### src/rtl/fsm_seq_pkg.sv
// Shared definitions for the sequence generator: mode and state encodings,
// external mode decode and the start value of each sequence mode.
package fsm_seq_pkg;

    localparam int unsigned MAX_WIDTH = 16;

    typedef enum logic [2:0] {
        MODE_UP      = 3'd0,
        MODE_DOWN    = 3'd1,
        MODE_GRAY    = 3'd2,
        MODE_JOHNSON = 3'd3,
        MODE_RING    = 3'd4
    } mode_e;

    typedef enum logic [1:0] {
        IDLE = 2'd0,
        RUN  = 2'd1,
        HOLD = 2'd2
    } state_e;

    // Reserved encodings 5..7 behave as binary up.
    function automatic mode_e decode_mode(input logic [2:0] m);
        case (m)
            3'd1:    return MODE_DOWN;
            3'd2:    return MODE_GRAY;
            3'd3:    return MODE_JOHNSON;
            3'd4:    return MODE_RING;
            default: return MODE_UP;
        endcase
    endfunction

    // Start value of the internal counter, right-aligned in MAX_WIDTH bits.
    function automatic logic [MAX_WIDTH-1:0] start_value(input mode_e m, input int unsigned width);
        case (m)
            MODE_DOWN: return {MAX_WIDTH{1'b1}} >> (MAX_WIDTH - width);
            MODE_RING: return {{(MAX_WIDTH-1){1'b0}}, 1'b1};
            default:   return '0;
        endcase
    endfunction

endpackage

### src/rtl/fsm_seq_gen_if.sv
// Control/data bundle of the sequence generator.
//   oe       advance enable
//   mode     requested sequence mode
//   load     synchronous parallel load (wins over oe)
//   load_val value for load
//   out      current code (registered)
//   valid    high while running
//   wrap     one-cycle pulse when the sequence returns to its start
interface fsm_seq_gen_if #(
    parameter int unsigned WIDTH = 3
);
    logic             oe;
    logic [2:0]       mode;
    logic             load;
    logic [WIDTH-1:0] load_val;
    logic [WIDTH-1:0] out;
    logic             valid;
    logic             wrap;

    modport master (output oe, mode, load, load_val, input out, valid, wrap);
    modport slave  (input oe, mode, load, load_val, output out, valid, wrap);
endinterface

### src/rtl/fsm_seq_next.sv
// Combinational step function of the sequence generator.
//   seq      current internal counter value
//   mode_r   active (sampled) mode
//   seq_next counter value after one step
//   is_last  current value is the last one before the sequence restarts
module fsm_seq_next
    import fsm_seq_pkg::*;
#(
    parameter int unsigned WIDTH = 3
) (
    input  logic [WIDTH-1:0] seq,
    input  mode_e            mode_r,
    output logic [WIDTH-1:0] seq_next,
    output logic             is_last
);
    localparam logic [WIDTH-1:0] MSB_ONLY = {1'b1, {(WIDTH-1){1'b0}}};

    always_comb begin
        // Up and Gray share the plain binary counter.
        seq_next = seq + WIDTH'(1);
        is_last  = &seq;
        case (mode_r)
            MODE_DOWN: begin
                seq_next = seq - WIDTH'(1);
                is_last  = (seq == '0);
            end
            MODE_JOHNSON: begin
                seq_next = {seq[WIDTH-2:0], ~seq[WIDTH-1]};
                is_last  = (seq == MSB_ONLY);
            end
            MODE_RING: begin
                seq_next = {seq[WIDTH-2:0], seq[WIDTH-1]};
                is_last  = seq[WIDTH-1];
            end
            default: ;
        endcase
    end
endmodule

### src/rtl/fsm_seq_gen.sv
// Parametrised sequence generator: IDLE/RUN/HOLD control FSM with five
// sequence modes, synchronous parallel load and a registered wrap pulse.
//   clk  rising-edge clock
//   rst  asynchronous active-low reset
//   bus  fsm_seq_gen_if slave port (oe, mode, load, load_val / out, valid, wrap)
module fsm_seq_gen
    import fsm_seq_pkg::*;
#(
    parameter int unsigned WIDTH = 3
) (
    input  logic         clk,
    input  logic         rst,
    fsm_seq_gen_if.slave bus
);
    state_e           state, state_n;
    mode_e            mode_r, mode_n, mode_in;
    logic [WIDTH-1:0] seq, seq_n, out_q, out_n;
    logic             valid_q, valid_n, wrap_q, wrap_n;
    logic [WIDTH-1:0] step_seq, start_in, load_seq, lv_inv;
    logic             is_last, johnson_ok;

    function automatic logic [WIDTH-1:0] code_of(input logic [WIDTH-1:0] s, input mode_e m);
        return (m == MODE_GRAY) ? (s ^ (s >> 1)) : s;
    endfunction

    fsm_seq_next #(.WIDTH(WIDTH)) u_next (
        .seq      (seq),
        .mode_r   (mode_r),
        .seq_next (step_seq),
        .is_last  (is_last)
    );

    assign mode_in  = decode_mode(bus.mode);
    assign start_in = WIDTH'(start_value(mode_in, WIDTH));
    assign lv_inv   = ~bus.load_val;

    // Legal Johnson codes are ones-runs anchored at bit 0 (0..01..1) or at
    // the MSB (1..10..0); all-zero falls into the first form.
    assign johnson_ok = ((bus.load_val & (bus.load_val + WIDTH'(1))) == '0) ||
                        ((lv_inv & (lv_inv + WIDTH'(1))) == '0);

    always_comb begin
        load_seq = bus.load_val;
        case (mode_in)
            MODE_RING:    if (!$onehot(bus.load_val)) load_seq = WIDTH'(1);
            MODE_JOHNSON: if (!johnson_ok) load_seq = '0;
            default: ;
        endcase
    end

    always_comb begin
        state_n = state;
        seq_n   = seq;
        mode_n  = mode_r;
        wrap_n  = 1'b0;
        if (bus.load) begin
            state_n = HOLD;
            seq_n   = load_seq;
            mode_n  = mode_in;
        end else begin
            case (state)
                IDLE: begin
                    if (bus.oe) begin
                        state_n = RUN;
                        mode_n  = mode_in;
                        seq_n   = start_in;
                    end
                end
                RUN, HOLD: begin
                    if (bus.oe) begin
                        state_n = RUN;
                        if (is_last) begin
                            // Restart in the newly sampled mode; with an
                            // unchanged mode this equals the normal step.
                            wrap_n = 1'b1;
                            mode_n = mode_in;
                            seq_n  = start_in;
                        end else begin
                            seq_n  = step_seq;
                        end
                    end else begin
                        state_n = HOLD;
                    end
                end
                default: state_n = IDLE;
            endcase
        end
        out_n   = (state_n == IDLE) ? '0 : code_of(seq_n, mode_n);
        valid_n = (state_n == RUN);
    end

    always_ff @(posedge clk or negedge rst) begin
        if (!rst) begin
            state   <= IDLE;
            seq     <= '0;
            mode_r  <= MODE_UP;
            out_q   <= '0;
            valid_q <= 1'b0;
            wrap_q  <= 1'b0;
        end else begin
            state   <= state_n;
            seq     <= seq_n;
            mode_r  <= mode_n;
            out_q   <= out_n;
            valid_q <= valid_n;
            wrap_q  <= wrap_n;
        end
    end

    assign bus.out   = out_q;
    assign bus.valid = valid_q;
    assign bus.wrap  = wrap_q;
endmodule

### src/flat_wrapper.sv
// flat-port wrapper written by rule: the top's interface ports become plain ports
module fsm_seq_gen_flat import fsm_seq_pkg::*;
#(
    parameter int unsigned WIDTH = 3
)
  (clk, rst, bus_oe, bus_mode, bus_load, bus_load_val, bus_out, bus_valid, bus_wrap);
  fsm_seq_gen_if #(.WIDTH(WIDTH)) bus_i ();
  input  logic clk;
  input  logic rst;
  input wire logic [$bits(bus_i.oe)-1:0] bus_oe;
  input wire logic [$bits(bus_i.mode)-1:0] bus_mode;
  input wire logic [$bits(bus_i.load)-1:0] bus_load;
  input wire logic [$bits(bus_i.load_val)-1:0] bus_load_val;
  output wire logic [$bits(bus_i.out)-1:0] bus_out;
  output wire logic [$bits(bus_i.valid)-1:0] bus_valid;
  output wire logic [$bits(bus_i.wrap)-1:0] bus_wrap;
  assign bus_i.oe = bus_oe;
  assign bus_i.mode = bus_mode;
  assign bus_i.load = bus_load;
  assign bus_i.load_val = bus_load_val;
  assign bus_out = bus_i.out;
  assign bus_valid = bus_i.valid;
  assign bus_wrap = bus_i.wrap;
  fsm_seq_gen #(.WIDTH(WIDTH)) u_core (.clk(clk), .rst(rst), .bus(bus_i));
endmodule
### config.mk
export PLATFORM = sky130hd
export DESIGN_NAME = fsm_seq_gen_flat
export DESIGN_NICKNAME = d
export VERILOG_FILES = /design/src/rtl/fsm_seq_pkg.sv /design/src/rtl/fsm_seq_gen_if.sv /design/src/rtl/fsm_seq_next.sv /design/src/rtl/fsm_seq_gen.sv /design/src/flat_wrapper.sv
export SDC_FILE = /design/constraint.sdc
export NUM_CORES = 1
export LEC_CHECK = 0
export BUFFER_PORTS_ARGS = -buffer_cell sky130_fd_sc_hd__buf_2
export CORE_MARGIN = 2
export CORE_UTILIZATION = 55
export DETAILED_ROUTE_END_ITERATION = 12
export PLACE_DENSITY = 0.8
export SYNTH_ARGS = -nofsm -noshare
export SYNTH_HDL_FRONTEND = slang
export SYNTH_SLANG_ARGS = --single-unit
### constraint.sdc
create_clock -name clk -period 4.26 [get_ports clk]
set_clock_uncertainty 0.1 [all_clocks]
set_input_delay 0.852 -clock clk [delete_from_list [all_inputs] [get_ports clk]]
set_output_delay 0.852 -clock clk [all_outputs]
set_load 0.01 [all_outputs]
==> impl_table.tex, run 1 <==
\begin{tabular}{lr}
\hline
Metric & Value \\
\hline
\multicolumn{2}{l}{\textbf{Run status}} \\
Outcome & complete, no violations \\
\multicolumn{2}{l}{\textbf{Worst setup path}} \\
Maximum net fanout on the critical path & 12 \\
Worst setup path start & u\_core.mode\_r[0]\$\_DFF\_PN0\_ \\
Register-to-register setup slack & about 1500 ps \\
R2r startpoint & u\_core.mode\_r[0]\$\_DFF\_PN0\_ \\
Critical Setup Path Class & reg -> reg \\
Startpoint type of the worst setup path & flip-flop \\
Crit Reg-Reg Endpoint & u\_core.bus.out[0]\$\_DFF\_PN0\_ \\
WP data arrival & between 2000 and 3000 ps \\
Sort of element at the end of the critical path & flip-flop \\
Depth of the worst register-to-register path & 8 \\
Required time worst endpoint & roughly 4400 ps \\
\multicolumn{2}{l}{\textbf{Clocking}} \\
Clk Latency, worst-skew pair & approximately 270 ps \\
TritonCTS clock tree & built \\
Clock slew at the register clock pins of the worst setup and hold paths & approximately 70 ps \\
Post-CTS Setup Bufs & 0 \\
Number of CTS-inserted buffers & 3 \\
Worst-case clock buffer depth & 2 \\
CTS Hold Buffers Added & 0 \\
Post-cts resize count & 0 \\
Clock Sinks & 13 \\
H-Tree Depth & 1 \\
CTS root buffer & sky130\_fd\_sc\_hd\_\_clkbuf\_4 \\
\multicolumn{2}{l}{\textbf{GRT}} \\
First-pass GRT wire length & 4.48 mm \\
Via count of the first global-routing pass & 1030 \\
GRT busiest layer & met2 \\
Pin count of the biggest net entering global routing & 14 \\
Initial antenna violation count & 0 \\
Met3 GRT Util & 6.73\% \\
GR Layer Usage met2 & 37.9\% \\
Grt ovf & 0 \\
Met1 Resource Use GR & between 20\% and 30\% \\
GRT Util Overall & between 20 and 25\% \\
\multicolumn{2}{l}{\textbf{Placement}} \\
Number of I/O port buffers & 14 \\
HPWL after detailed placement & between 2 and 2.5 mm \\
Routability cong. & between 0.8 and 0.9 \\
Post-detailed-placement cell area & 1270 um2 \\
Placed Instances & 184 \\
\multicolumn{2}{l}{\textbf{Yosys}} \\
Average cell area after synthesis & 8.03 um2 \\
Synth unique cells & 51 \\
Number of enable flip-flop cells after synthesis & 0 \\
Synthesized instance count & approximately 150 \\
Yosys reg bits & 13 \\
Post-synth top flop & sky130\_fd\_sc\_hd\_\_dfrtp\_1 \\
Post-synth net total & about 170 \\
Warnings from Yosys & 0 \\
Async set or reset register ratio after synthesis & 100\% \\
Cell area after technology mapping & 1230 um2 \\
Part of the Yosys area used for sequential elements & between 20\% and 30\% \\
\multicolumn{2}{l}{\textbf{STA}} \\
Fmax & roughly 360 MHz \\
Worst Tran Pin Value & about 450 ps \\
Total of endpoints with negative setup slack in the final report & 0 \\
Endpoints failing hold & 0 \\
Final period demand of the worst path & approximately 2800 ps \\
Total negative setup slack & 0 ps \\
Max-slew violation count & 0 \\
Share of the clock period used by the worst path & between 60 and 70\% \\
Worst hold margin & roughly 350 ps \\
RSZ-0062 raised after global routing & no \\
Max-slew headroom & a little over two thirds \\
\multicolumn{2}{l}{\textbf{Job}} \\
Count of maximum capacitance violations & 0 \\
\multicolumn{2}{l}{\textbf{Power}} \\
IR drop worst, VDD & around 0.26 mV \\
Switching power summed over all nets & about 200 uW \\
Proportion of power drawn by flip-flops and latches & 39.3\% \\
Combinational share of power & between 40 and 50\% \\
Static Leakage & $\sim$0.60 nW \\
Power share of the clock group & 15.7\% \\
Internal power component & 267 uW \\
Switching part of the total & a little over two fifths \\
Power per cell area & 356 nW/um2 \\
\multicolumn{2}{l}{\textbf{Layout}} \\
Count of nets after finishing & between 150 and 200 \\
Post-route standard cell area excluding fillers & about 1300 um2 \\
Layout cells sized above 1 & 20.6\% \\
Area occupied by multi-input gates & 781 um2 \\
Register area & around 330 um2 \\
Syn-to-layout area delta & 5.60\% \\
Number of antenna diodes & 0 \\
Non-filler instance count after layout & about 190 \\
Final Core Density & 59.8\% \\
Number of fillers in the final layout & approximately 210 \\
\multicolumn{2}{l}{\textbf{Floorplanning}} \\
Floorplan die area & between 2000 and 3000 um2 \\
Die span in y & approximately 51 um \\
Die width & 51.3 um \\
Number of placement rows & 17 \\
Core Footprint & 2170 um2 \\
Effective utilization at floorplan & about 57\% \\
I/O pin count & 15 \\
\multicolumn{2}{l}{\textbf{Route}} \\
Remaining DRCs & 0 \\
Average wire length per cell after detail routing & 14.5 um \\
Length of the first detailed-routing pass in iterations & 4 \\
Total detailed-routing wirelength & 2.73 mm \\
DR vias/cell & between 6 and 7 \\
Number of vias after detailed routing & between 1000 and 1500 \\
Violation count after the first detailed-route iteration & just over 50 \\
DRT antenna net count & 0 \\
\multicolumn{2}{l}{\textbf{Min path}} \\
Hold crit path type & in -> async \\
\hline
\end{tabular}
per-stage QoR:
stage | power [mW] | worst slack [ps]
floorplan | 0.342 | 1800
global placement | 0.378 | 1610
detailed placement | 0.388 | 1510
global route | 0.499 | 1300
finish | 0.462 | 1470
CTS | 0.462 | 1520
final cells by class:
class | count | share of cell area (%)
flip-flops and latches | 13 | 25.1
clock buffers | 4 | 2.03
multi-input cells | 113 | 60.2
inverters | 16 | 4.63
well taps | 28 | 2.70
repair buffers | 14 | 5.40
registers in the layout (all words and copies together), names as in the netlist:
register          cells
u_core.bus.out        3
u_core.bus.wrap       1
u_core.state          2
u_core.bus.valid      1
u_core.seq            3
u_core.mode_r         3
power groups by stage:
stage               registers, mW  logic (mW)  clock network, mW
global route                0.185       0.232             0.0821
CTS                         0.181       0.206             0.0758
global placement            0.181       0.197                  0
finish                      0.182       0.208             0.0726
floorplan                   0.161       0.182                  0
detailed placement          0.183       0.205                  0
worst max-delay path, stage by stage, from the launching register on:
cell and delay [ps]:
sky130_fd_sc_hd__dfrtp_1 580, sky130_fd_sc_hd__nor3b_2 430, sky130_fd_sc_hd__fa_1 490, sky130_fd_sc_hd__nor3_1 210
sky130_fd_sc_hd__o311ai_1 140, sky130_fd_sc_hd__a31oi_1 310, sky130_fd_sc_hd__inv_1 130, sky130_fd_sc_hd__and3_4 190
sky130_fd_sc_hd__nor3_2 140
placed cells by master (no fill, tap or decap), types with 3 or more instances in the layout:
cell,instances
sky130_fd_sc_hd__nor2_1,14
sky130_fd_sc_hd__a21oi_1,16
sky130_fd_sc_hd__nor3b_1,3
sky130_fd_sc_hd__inv_1,15
sky130_fd_sc_hd__a21o_1,4
sky130_fd_sc_hd__o21ai_0,6
sky130_fd_sc_hd__o31ai_1,3
sky130_fd_sc_hd__nand2b_1,4
sky130_fd_sc_hd__clkbuf_4,3
sky130_fd_sc_hd__dfrtp_1,13
sky130_fd_sc_hd__nand2_1,10
sky130_fd_sc_hd__buf_2,14
sky130_fd_sc_hd__nor3_1,3
layer usage:
| metal | wire length (um) | vias to the layer above |
|---|---|---|
| li1 | - | 557 |
| met1 | 1180 | 541 |
| met2 | 1350 | 42 |
| met3 | 180 | 2 |
| met4 | 19 | 0 |
| met5 | 0 | - |
cell families after synthesis:
logic type | share of synthesized area (%)
adders and majority gates | 5.30
muxes | 2.55
xor gates and xnor gates | 1.43
buffers and inverters | 9.98
AOI/OAI and AO/OA | 29.0
DFF | 26.5
and+or+nand+nor | 25.3
synthesized netlist by cell type, types with 3 or more instances:
master	n	area share, %
sky130_fd_sc_hd__clkbuf_1	4	1.2
sky130_fd_sc_hd__buf_2	5	2.0
sky130_fd_sc_hd__nor3_1	3	1.2
sky130_fd_sc_hd__inv_1	15	4.6
sky130_fd_sc_hd__nand2_1	10	3.1
sky130_fd_sc_hd__o31ai_1	3	1.8
sky130_fd_sc_hd__nor3b_1	3	1.8
sky130_fd_sc_hd__nor2_1	14	4.3
sky130_fd_sc_hd__nand2b_1	4	2.0
sky130_fd_sc_hd__a21oi_1	16	6.5
sky130_fd_sc_hd__a21o_1	4	2.4
sky130_fd_sc_hd__dfrtp_1	13	26
sky130_fd_sc_hd__o21ai_0	6	2.4
how the worst max path moves through the flow:
stage	end	slack, ps
after floorplan	u_core.bus.out[0]$_DFF_PN0_	1800
after global placement	u_core.bus.out[0]$_DFF_PN0_	1610
after detailed placement	u_core.bus.out[0]$_DFF_PN0_	1510
after CTS	u_core.bus.out[0]$_DFF_PN0_	1520
after global routing	u_core.bus.out[0]$_DFF_PN0_	1300
final	u_core.bus.out[0]$_DFF_PN0_	1470
Note: power is estimated with default switching activity, not from simulation.
==> run 2: changes to the inputs <==
- clock period: 4.26 -> 2.58 ns (I/O delays scaled with it)
==> impl_table.tex, run 2 (synthesized netlist as in run 1, its figures left out) <==
\begin{tabular}{lr}
\hline
Metric & Value \\
\hline
\multicolumn{2}{l}{\textbf{STA}} \\
Worst Tran Pin Value & 410 ps (was 450 ps) \\
Endpoints failing hold & 0 (unchanged) \\
Fmax & 417 MHz (was 358 MHz) \\
Final worst slack & 182 ps (was 1470 ps) \\
RSZ-0062 raised after global routing & yes (was no) \\
Share of the clock period used by the worst path & 92.9\% (was 65.5\%) \\
Final period demand of the worst path & 2400 ps (was 2790 ps) \\
Total of endpoints with negative setup slack in the final report & 0 (unchanged) \\
Max-slew violation count & 0 (unchanged) \\
Max-slew headroom & 72.5\% (was 70.0\%) \\
Total negative setup slack & 0 ps (unchanged) \\
\multicolumn{2}{l}{\textbf{Clocking}} \\
CTS root buffer & sky130\_fd\_sc\_hd\_\_clkbuf\_4 (unchanged) \\
H-Tree Depth & 1 (unchanged) \\
Post-cts resize count & 0 (unchanged) \\
Worst-case clock buffer depth & 2 (unchanged) \\
Clock slew at the register clock pins of the worst setup and hold paths & 70 ps (about the same) \\
Clk Latency, worst-skew pair & 270 ps (about the same) \\
Post-CTS Setup Bufs & 0 (unchanged) \\
TritonCTS clock tree & built (unchanged) \\
Clock Sinks & 13 (unchanged) \\
Number of CTS-inserted buffers & 3 (unchanged) \\
CTS Hold Buffers Added & 0 (unchanged) \\
\multicolumn{2}{l}{\textbf{Layout}} \\
Most frequent standard cell in the layout excluding fill and tap cells & sky130\_fd\_sc\_hd\_\_a21oi\_1 (unchanged) \\
Commonest cells after routing, fill and taps aside & 16 x sky130\_fd\_sc\_hd\_\_a21oi\_1, 15 x sky130\_fd\_sc\_hd\_\_inv\_1, 14 x sky130\_fd\_sc\_hd\_\_nor2\_1, 14 x sky130\_fd\_sc\_hd\_\_buf\_2, 12 x sky130\_fd\_sc\_hd\_\_dfrtp\_1 (was 16 x sky130\_fd\_sc\_hd\_\_a21oi\_1, 15 x sky130\_fd\_sc\_hd\_\_inv\_1, 14 x sky130\_fd\_sc\_hd\_\_nor2\_1, 14 x sky130\_fd\_sc\_hd\_\_buf\_2, 13 x sky130\_fd\_sc\_hd\_\_dfrtp\_1) \\
Count of nets after finishing & 179 (was 175) \\
Layout cells sized above 1 & 23.2\% (was 20.6\%) \\
Syn-to-layout area delta & 8.66\% (was 5.60\%) \\
Non-filler instance count after layout & 192 (was 188) \\
Number of antenna diodes & 0 (unchanged) \\
Final Core Density & 61.5\% (was 59.8\%) \\
\multicolumn{2}{l}{\textbf{GRT}} \\
GRT busiest layer & met2 (unchanged) \\
Pin count of the biggest net entering global routing & 14 (unchanged) \\
Met3 GRT Util & 5.56\% (was 6.73\%) \\
Initial antenna violation count & 0 (unchanged) \\
GRT Util Overall & 23.2\% (was 22.4\%) \\
Grt ovf & 0 (unchanged) \\
GR Layer Usage met2 & 37.0\% (was 37.9\%) \\
Met1 Resource Use GR & 31.5\% (was 29.0\%) \\
First-pass GRT wire length & 4.66 mm (was 4.48 mm) \\
Via count of the first global-routing pass & 1057 (was 1030) \\
\multicolumn{2}{l}{\textbf{Job}} \\
Count of maximum capacitance violations & 0 (unchanged) \\
\multicolumn{2}{l}{\textbf{Route}} \\
Length of the first detailed-routing pass in iterations & 4 (unchanged) \\
Violation count after the first detailed-route iteration & 36 (was 51) \\
Average wire length per cell after detail routing & 13.8 um (was 14.5 um) \\
DR vias/cell & 5.93 (was 6.07) \\
Total detailed-routing wirelength & 2.64 mm (was 2.73 mm) \\
DRT antenna net count & 0 (unchanged) \\
Remaining DRCs & 0 (unchanged) \\
Number of vias after detailed routing & 1139 (was 1142) \\
\multicolumn{2}{l}{\textbf{Worst setup path}} \\
Sort of element at the end of the critical path & flip-flop (unchanged) \\
Critical Setup Path Class & reg -> reg (unchanged) \\
Depth of the worst register-to-register path & 8 (unchanged) \\
Maximum net fanout on the critical path & 3 (was 12) \\
Startpoint type of the worst setup path & flip-flop (unchanged) \\
Required time worst endpoint & 2680 ps (was 4360 ps) \\
WP data arrival & 2500 ps (was 2890 ps) \\
\multicolumn{2}{l}{\textbf{Power}} \\
Overall power & 773 uW (was 462 uW) \\
Static Leakage & 0.617 nW (was 0.597 nW) \\
Power per cell area & 579 nW/um2 (was 356 nW/um2) \\
IR drop worst, VDD & 0.624 mV (was 0.258 mV) \\
\multicolumn{2}{l}{\textbf{Floorplanning}} \\
Die span in y & 51.3 um (unchanged) \\
Number of placement rows & 17 (unchanged) \\
Floorplan die area & 2630 um2 (unchanged) \\
Die width & 51.3 um (unchanged) \\
Effective utilization at floorplan & 56.6\% (unchanged) \\
I/O pin count & 15 (unchanged) \\
Core Footprint & 2170 um2 (unchanged) \\
\multicolumn{2}{l}{\textbf{Placement}} \\
HPWL after detailed placement & 2.03 mm (was 2.04 mm) \\
Routability cong. & 0.901 (was 0.858) \\
Placed Instances & 188 (was 184) \\
Worst setup timing slack at the placement stage & 164 ps (was 1510 ps) \\
Number of I/O port buffers & 14 (unchanged) \\
\multicolumn{2}{l}{\textbf{Min path}} \\
Hold crit path type & in -> async (unchanged) \\
\multicolumn{2}{l}{\textbf{Run status}} \\
Outcome & complete, no violations (unchanged) \\
\hline
\end{tabular}
[run 2: cell count changes in the layout (fill, tap and decap cells not counted)]
| cell | before | now |
|---|---|---|
| sky130_fd_sc_hd__dfrtp_1 | 13 | 12 |
| sky130_fd_sc_hd__nor3b_4 | 0 | 1 |
| sky130_fd_sc_hd__dfrtp_2 | 0 | 1 |
| sky130_fd_sc_hd__buf_4 | 0 | 4 |
| sky130_fd_sc_hd__nor3b_2 | 2 | 1 |
[run 2: report_power, final]
part,switching [mW],internal (mW),total (mW)
registers,0.0415,0.238,0.279
logic,0.218,0.156,0.374
clock network,0.0600,0.0599,0.120
[run 2: path summary, 6_finish.rpt]
kind                                             from                          end  slack, ps
setup / recovery           u_core.mode_r[2]$_DFF_PN0_  u_core.bus.out[0]$_DFF_PN0_        180
hold / removal                                    rst    u_core.bus.wrap$_DFF_PN0_          8
setup reg to reg           u_core.mode_r[2]$_DFF_PN0_  u_core.bus.out[0]$_DFF_PN0_        180
hold reg to reg             u_core.state[0]$_DFF_PN0_    u_core.state[0]$_DFF_PN0_        530
max in group asynchronous                         rst      u_core.seq[0]$_DFF_PN0_       2140
min in group clk                             bus_load    u_core.state[0]$_DFF_PN0_        490
[run 2: cell type report]
| type | count | area (um2) |
|---|---|---|
| clock buffer | 4 | 26.3 |
| multi-input combinational | 113 | 787 |
| timing repair buffer | 18 | 100 |
| inverter | 16 | 60.1 |
| sequential | 13 | 327 |
| tap | 28 | 35.0 |
| fill | 193 | 835 |
[run 2: worst max-delay path: stages, from the launching register on]
cell,delay [ps]
sky130_fd_sc_hd__dfrtp_1,410
sky130_fd_sc_hd__nor3b_4,300
sky130_fd_sc_hd__fa_1,460
sky130_fd_sc_hd__nor3_1,210
sky130_fd_sc_hd__o311ai_1,120
sky130_fd_sc_hd__a31oi_1,280
sky130_fd_sc_hd__inv_1,110
sky130_fd_sc_hd__and3_4,180
sky130_fd_sc_hd__nor3_2,140
[run 2: per-layer routing]
layer  vias up  share of wire, %
met3         5               7.3
met2        50                49
met5         -                 0
met1       523                43
met4         0               1.1
li1        561                 -
[run 2: metrics by stage]
| stage | hold WS (ps) | cell area [um2] |
|---|---|---|
| finish | 7.76 | 1340 |
| global route | 17.8 | 1340 |
| CTS | 11.4 | 1330 |
| detailed placement | 310 | 1300 |
| global placement | 305 | 1300 |
| floorplan | 120 | 1230 |
